`config.mk`:
```
export PLATFORM = sky130hd
export DESIGN_NAME = axis_adder_arbiter
export DESIGN_NICKNAME = d
export VERILOG_FILES = /design/src/rtl/axis_adder_arbiter.sv
export SDC_FILE = /design/constraint.sdc
export NUM_CORES = 1
export LEC_CHECK = 0
export CAP_MARGIN = 10
export CORE_MARGIN = 2
export CORE_UTILIZATION = 60
export DETAILED_ROUTE_END_ITERATION = 6
export DONT_BUFFER_PORTS = 1
export PLACE_DENSITY = 0.76
export SLEW_MARGIN = 15
export SYNTH_ARGS = -nofsm -noshare
export SYNTH_HDL_FRONTEND = slang
export SYNTH_SLANG_ARGS = --single-unit
```
`constraint.sdc`:
```
create_clock -name clk -period 2.8 [get_ports clk]
set_input_delay 0.56 -clock clk [delete_from_list [all_inputs] [get_ports clk]]
set_output_delay 0.56 -clock clk [all_outputs]
set_load 0.01 [all_outputs]
```
`src/rtl/axis_adder_arbiter.sv`:
```
// -----------------------------------------------------------------------------
// axis_adder_arbiter
//
// Purpose
//   Shares a single AXI-Stream adder between N_REQ AXI-Stream requesters.
//   One operand pair is granted at a time. It is forwarded to the adder. The
//   adder result is returned on the granted requester's response channel.
//   Only one operation is in flight at any time:
//   IDLE -> ISSUE -> WAIT -> RETURN -> IDLE.
//
// Configuration
//   AXIS_ARB_RR_EN  defined   : round-robin arbitration. The search starts at
//                               rr_ptr. The pointer advances past the last
//                               grantee when its response completes.
//                   undefined : fixed priority. The lowest valid index wins.
//
// Parameters
//   DATA_WIDTH  operand / result width (must match the adder)
//   N_REQ       number of requesters, 2..16
//   ID_WIDTH    width of grant_id, clog2(N_REQ)
//
// Ports
//   clk           clock, rising edge
//   rst           asynchronous reset, active-low
//   s_req_tdata   packed {a,b} per requester, slice i at [i*2*DW +: 2*DW]
//   s_req_tvalid  request valid per requester
//   s_req_tready  request ready, at most one bit set
//   m_rsp_tdata   result bus shared by all requesters
//   m_rsp_tvalid  response valid, one-hot or zero
//   m_rsp_tready  response ready per requester
//   m_add_tdata   operands to adder
//   m_add_tvalid  operand valid to adder
//   m_add_tready  operand ready from adder
//   s_add_tdata   result from adder
//   s_add_tvalid  result valid from adder
//   s_add_tready  result ready to adder
//   busy          high whenever the FSM is not in IDLE
//   grant_id      index of the current or most recent grantee
// -----------------------------------------------------------------------------
module axis_adder_arbiter #(
    parameter int DATA_WIDTH = 8,
    parameter int N_REQ      = 4,
    parameter int ID_WIDTH   = 2
) (
    input  logic                            clk,
    input  logic                            rst,
    input  logic [N_REQ*2*DATA_WIDTH-1:0]   s_req_tdata,
    input  logic [N_REQ-1:0]                s_req_tvalid,
    output logic [N_REQ-1:0]                s_req_tready,
    output logic [DATA_WIDTH-1:0]           m_rsp_tdata,
    output logic [N_REQ-1:0]                m_rsp_tvalid,
    input  logic [N_REQ-1:0]                m_rsp_tready,
    output logic [2*DATA_WIDTH-1:0]         m_add_tdata,
    output logic                            m_add_tvalid,
    input  logic                            m_add_tready,
    input  logic [DATA_WIDTH-1:0]           s_add_tdata,
    input  logic                            s_add_tvalid,
    output logic                            s_add_tready,
    output logic                            busy,
    output logic [ID_WIDTH-1:0]             grant_id
);

    typedef enum logic [1:0] {
        ST_IDLE   = 2'd0,
        ST_ISSUE  = 2'd1,
        ST_WAIT   = 2'd2,
        ST_RETURN = 2'd3
    } state_t;

    state_t state;
    state_t next_state;

    // Per-requester operand slices.
    logic [2*DATA_WIDTH-1:0] req_data [N_REQ];

    for (genvar i = 0; i < N_REQ; i++) begin : g_unpack
        assign req_data[i] = s_req_tdata[i*2*DATA_WIDTH +: 2*DATA_WIDTH];
    end

    // Arbitration result.
    logic [ID_WIDTH-1:0] arb_start;
    logic [ID_WIDTH-1:0] arb_sel;
    logic                arb_found;

    // FSM strobes.
    logic accept;
    logic issue_done;
    logic result_take;
    logic rsp_done;

    // Searches vld starting at index start, ascending with wrap. The first
    // set bit wins. Returns {found, index}.
    function automatic logic [ID_WIDTH:0] arb_pick(
        input logic [N_REQ-1:0]    vld,
        input logic [ID_WIDTH-1:0] start
    );
        logic                found;
        logic [ID_WIDTH-1:0] idx;
        logic [ID_WIDTH-1:0] cand;
        int                  j;
        found = 1'b0;
        idx   = '0;
        for (int k = 0; k < N_REQ; k++) begin
            j = int'(start) + k;
            if (j >= N_REQ) begin
                j = j - N_REQ;
            end
            cand = ID_WIDTH'(j);
            if (!found && vld[cand]) begin
                found = 1'b1;
                idx   = cand;
            end
        end
        return {found, idx};
    endfunction

`ifdef AXIS_ARB_RR_EN
    logic [ID_WIDTH-1:0] rr_ptr;
    assign arb_start = rr_ptr;
`else
    assign arb_start = '0;
`endif

    assign {arb_found, arb_sel} = arb_pick(s_req_tvalid, arb_start);

    // State register.
    always_ff @(posedge clk or negedge rst) begin
        if (!rst) begin
            state <= ST_IDLE;
        end else begin
            state <= next_state;
        end
    end

    // Next state and handshake outputs.
    always_comb begin
        next_state   = state;
        s_req_tready = '0;
        s_add_tready = 1'b0;
        accept       = 1'b0;
        issue_done   = 1'b0;
        result_take  = 1'b0;
        rsp_done     = 1'b0;
        case (state)
            ST_IDLE: begin
                // Ready here drains and discards a result left over from an
                // operation that a reset abandoned.
                s_add_tready = 1'b1;
                // rst gating keeps request ready low for the whole reset.
                if (rst && arb_found) begin
                    s_req_tready = N_REQ'(1) << arb_sel;
                    accept       = 1'b1;
                    next_state   = ST_ISSUE;
                end
            end
            ST_ISSUE: begin
                if (m_add_tready) begin
                    issue_done = 1'b1;
                    next_state = ST_WAIT;
                end
            end
            ST_WAIT: begin
                s_add_tready = 1'b1;
                if (s_add_tvalid) begin
                    result_take = 1'b1;
                    next_state  = ST_RETURN;
                end
            end
            ST_RETURN: begin
                // Ready bits of requesters that were not granted are ignored.
                if (m_rsp_tready[grant_id]) begin
                    rsp_done   = 1'b1;
                    next_state = ST_IDLE;
                end
            end
            default: begin
                next_state = ST_IDLE;
            end
        endcase
    end

    assign busy = (state != ST_IDLE);

    // Operand, grant and response registers.
    always_ff @(posedge clk or negedge rst) begin
        if (!rst) begin
            m_add_tdata  <= '0;
            m_add_tvalid <= 1'b0;
            grant_id     <= '0;
            m_rsp_tdata  <= '0;
            m_rsp_tvalid <= '0;
        end else begin
            if (accept) begin
                m_add_tdata  <= req_data[arb_sel];
                grant_id     <= arb_sel;
                m_add_tvalid <= 1'b1;
            end
            if (issue_done) begin
                m_add_tvalid <= 1'b0;
            end
            if (result_take) begin
                m_rsp_tdata  <= s_add_tdata;
                m_rsp_tvalid <= N_REQ'(1) << grant_id;
            end
            if (rsp_done) begin
                m_rsp_tvalid <= '0;
            end
        end
    end

`ifdef AXIS_ARB_RR_EN
    // The pointer moves past the grantee only when its response completes.
    always_ff @(posedge clk or negedge rst) begin
        if (!rst) begin
            rr_ptr <= '0;
        end else if (rsp_done) begin
            if (grant_id == ID_WIDTH'(N_REQ - 1)) begin
                rr_ptr <= '0;
            end else begin
                rr_ptr <= grant_id + 1'b1;
            end
        end
    end
`endif

endmodule

```
==> results.ini <==
[floorplan]
start_util_pct=64.45
die_h_um=58.90
fp.dieArea_um2=3469
placeableCoreArea_um2=2805
fp-row-count=19
die_w_um=58.90
io_pins=121

[clock_network]
post-cts-setup-buffers=0
cts.sinks=33
clk_pin_slew_ns=0.10
htreeDepth=2
cts_hold_buffers=1
cts_buffers=5
insertion_delay_ns=0.33
ctsResizeCount=0
clk_path_buf_depth=2
cts_root_buf=clkbuf_4
tritoncts=yes

[route]
wl_per_cell_um=21.33
dr.pass1.iters=7
routed-via-count=1459
final_antenna_net_count=0
dr.first_iter.drc_count=200
drc_errors=9
drt-total-wl_mm=4.393
via_per_inst=7.083

[power]
leakagePower_uw=0.0008351
powerDensity_nw_per_um2=1091
ir_drop_mv=0.5544

[worst_setup_path]
r2r_slack_ns=1.02
reg2reg_depth=6
startpoint=state[1]$_DFFE_PN0P_
worstPathArrival_ns=1.91
end_kind=primary output
required_ns=2.24
crit_end=s_req_tready[3]
startpoint_type=register
critPathKind=reg -> out
rr_endpoint=state[1]$_DFFE_PN0P_
rr_startpoint=state[1]$_DFFE_PN0P_
cp_max_fo=38

[synthesis]
synth_xor_area_share_pct=0
syn_nets=267
yosysSeqAreaShare_pct=45.67
synth_compound_area_share_pct=24.29
ys_seq_elements=33
synth-edff-count=0
synth_area_leader_cell=dfrtp_1
yosysUniqueCellTypes=28
synth_simple_gate_area_share_pct=13.01
avgSynthCellArea_um2=10.16
ys_warn_count=0
synth_mux_area_share_pct=7.336
synth_top_family_by_area=compound AO/OA/AOI/OAI gates
syn-cell-area_um2=1808
ys_async_sr_fraction_pct=100.0
synthTopCellsByArea=dfrtp_1 (46%), a222oi_1 (9.4%), a22o_1 (7.8%)
synthAdderAreaFrac_pct=3.460
synth_cells=178
synth_ff_type=dfrtp_1
yosysTopAreaCellShare_pct=45.67

[timing]
drv_slew=0
timing.fmax_mhz=404.4
hold_ws_ns=0.04090
finalSetupTns_ns=0
slew_headroom_pct=63.82
fin_crit_sh_pct=88.31
hold_violations=0
rsz0062_at_grt=false
finalSetupViolations=0
fin_crit_ns=2.473
fin_ws_ns=0.3274
final.setup_skew_ns=0.006214
worst_slew_pin_slew_ns=0.5427

[finish]
drive_gt1_share_pct=14.29
final_util_pct=67.93
syn_to_final_growth_pct=5.398
fin_nets=263
final_cells=206
antenna_cells=0

[global_route]
grt_util_all_layers_pct=26.58
grt_overflow=0
grt_max_degree=39
antenna_found_initial=0
grt_pass1_wl_mm=6.748
grt_pass1_vias=1407

[placement]
finalWeightedCongestion=0.7598
dp_cells=197
pre_cts_ws_ns=0.5725
portBuffers=0
place_hpwl_mm=3.238

[outcome]
violations=design-rule violations
status=finished with violations

[flow_run]
cap_violations=0

[hold_path]
hold_path_class=in -> async

==> worst min-delay path by stage <==
stage	startpoint	endpoint	slack (ns)	cells after the start
after floorplan	rst	grant_id[0]$_DFFE_PN0P_	0.26	0
after global placement	rst	state[1]$_DFFE_PN0P_	0.27	0
after detailed placement	rst	state[0]$_DFFE_PN0P_	0.27	0
after CTS	rst	m_add_tdata[13]$_DFFE_PN0P_	0.03	1
after global routing	rst	m_add_tdata[12]$_DFFE_PN0P_	0.02	1
final	rst	state[1]$_DFFE_PN0P_	0.04	1
==> cells in the mapped netlist (2+ instances only) <==
library cell and number:
a21oi_1 21, a222oi_1 17, a22o_1 16, and3_1 3, buf_2 6, buf_6 3
clkbuf_1 6, dfrtp_1 33, ha_1 5, inv_1 7, mux2_2 10, mux2i_1 2
nand2_1 7, nand3_1 3, nor2_1 23, nor2b_1 2, nor3_1 3
==> worst max-delay path: stages (launching register included) <==
cell	delay, ns
dfrtp_1	0.44
inv_1	0.14
ha_1	0.27
and3_4	0.45
and3_1	0.27
==> state kept, by name, indices dropped and copies added (netlist names) <==
name,flops
m_add_tdata,16
m_rsp_tdata,8
m_rsp_tvalid,4
grant_id,2
state,2
m_add_tvalid,1
==> stage by stage <==
step                area [um^2]  total power, uW
CTS                        1906             2092
global route               1906             2220
finish                     1906             2079
floorplan                  1808             1497
detailed placement         1783             1639
global placement           1783             1573
==> cells by family (layout without fill, tap and decap cells) <==
family,after synthesis,in the layout
compound gates,57,57
simple gates,49,49
flops,33,33
buf+inv,22,19
mux,12,12
fa+ha+maj,5,5
==> power by group <==
| group | leakage, uW | internal (uW) | total, uW | switching, uW |
|---|---|---|---|---|
| clock network | 0.0000552 | 276 | 438 | 161 |
| logic | 0.000391 | 285 | 620 | 334 |
| registers | 0.000389 | 713 | 1020 | 309 |
| total | 0.000835 | 1270 | 2080 | 805 |
==> layout make-up <==
type	instances	area (um^2)
fill	240	899.6
clock buffer	5	37.54
tap	31	38.79
sequential	33	825.8
timing repair buffer	4	42.54
inverter	7	26.28
clock inverter	3	65.06
multi-input combinational	123	869.6
==> layout by cell type (no fill, tap or decap) <==
cell type and count:
nor2_1 23, buf_12 1, and3_1 3, a22o_1 16
bufinv_16 2, or2_1 1, o21ai_1 1, o211a_1 1
nor3b_1 1, a21oi_1 21, nand2_1 7, and3_4 1
inv_1 7, or4_4 1, clkinv_2 1, nand4_1 1
ha_1 5, nor2b_1 2, dfrtp_1 33, nand3_1 3
mux2_2 10, mux2i_1 2, and2_1 1, buf_4 3
clkbuf_4 5, a222oi_1 17, or3_1 1, nor3_1 3
or2_2 1, o22a_1 1
==> metal layers <==
metal	vias to the layer above	routed length (um)	GRT usage (%)
li1	664	-	-
met1	687	1564	30.64
met2	103	2336	46.35
met3	5	444	9.451
met4	0	48	7.792
met5	-	0	0
Note: power is estimated with default switching activity, not from simulation.
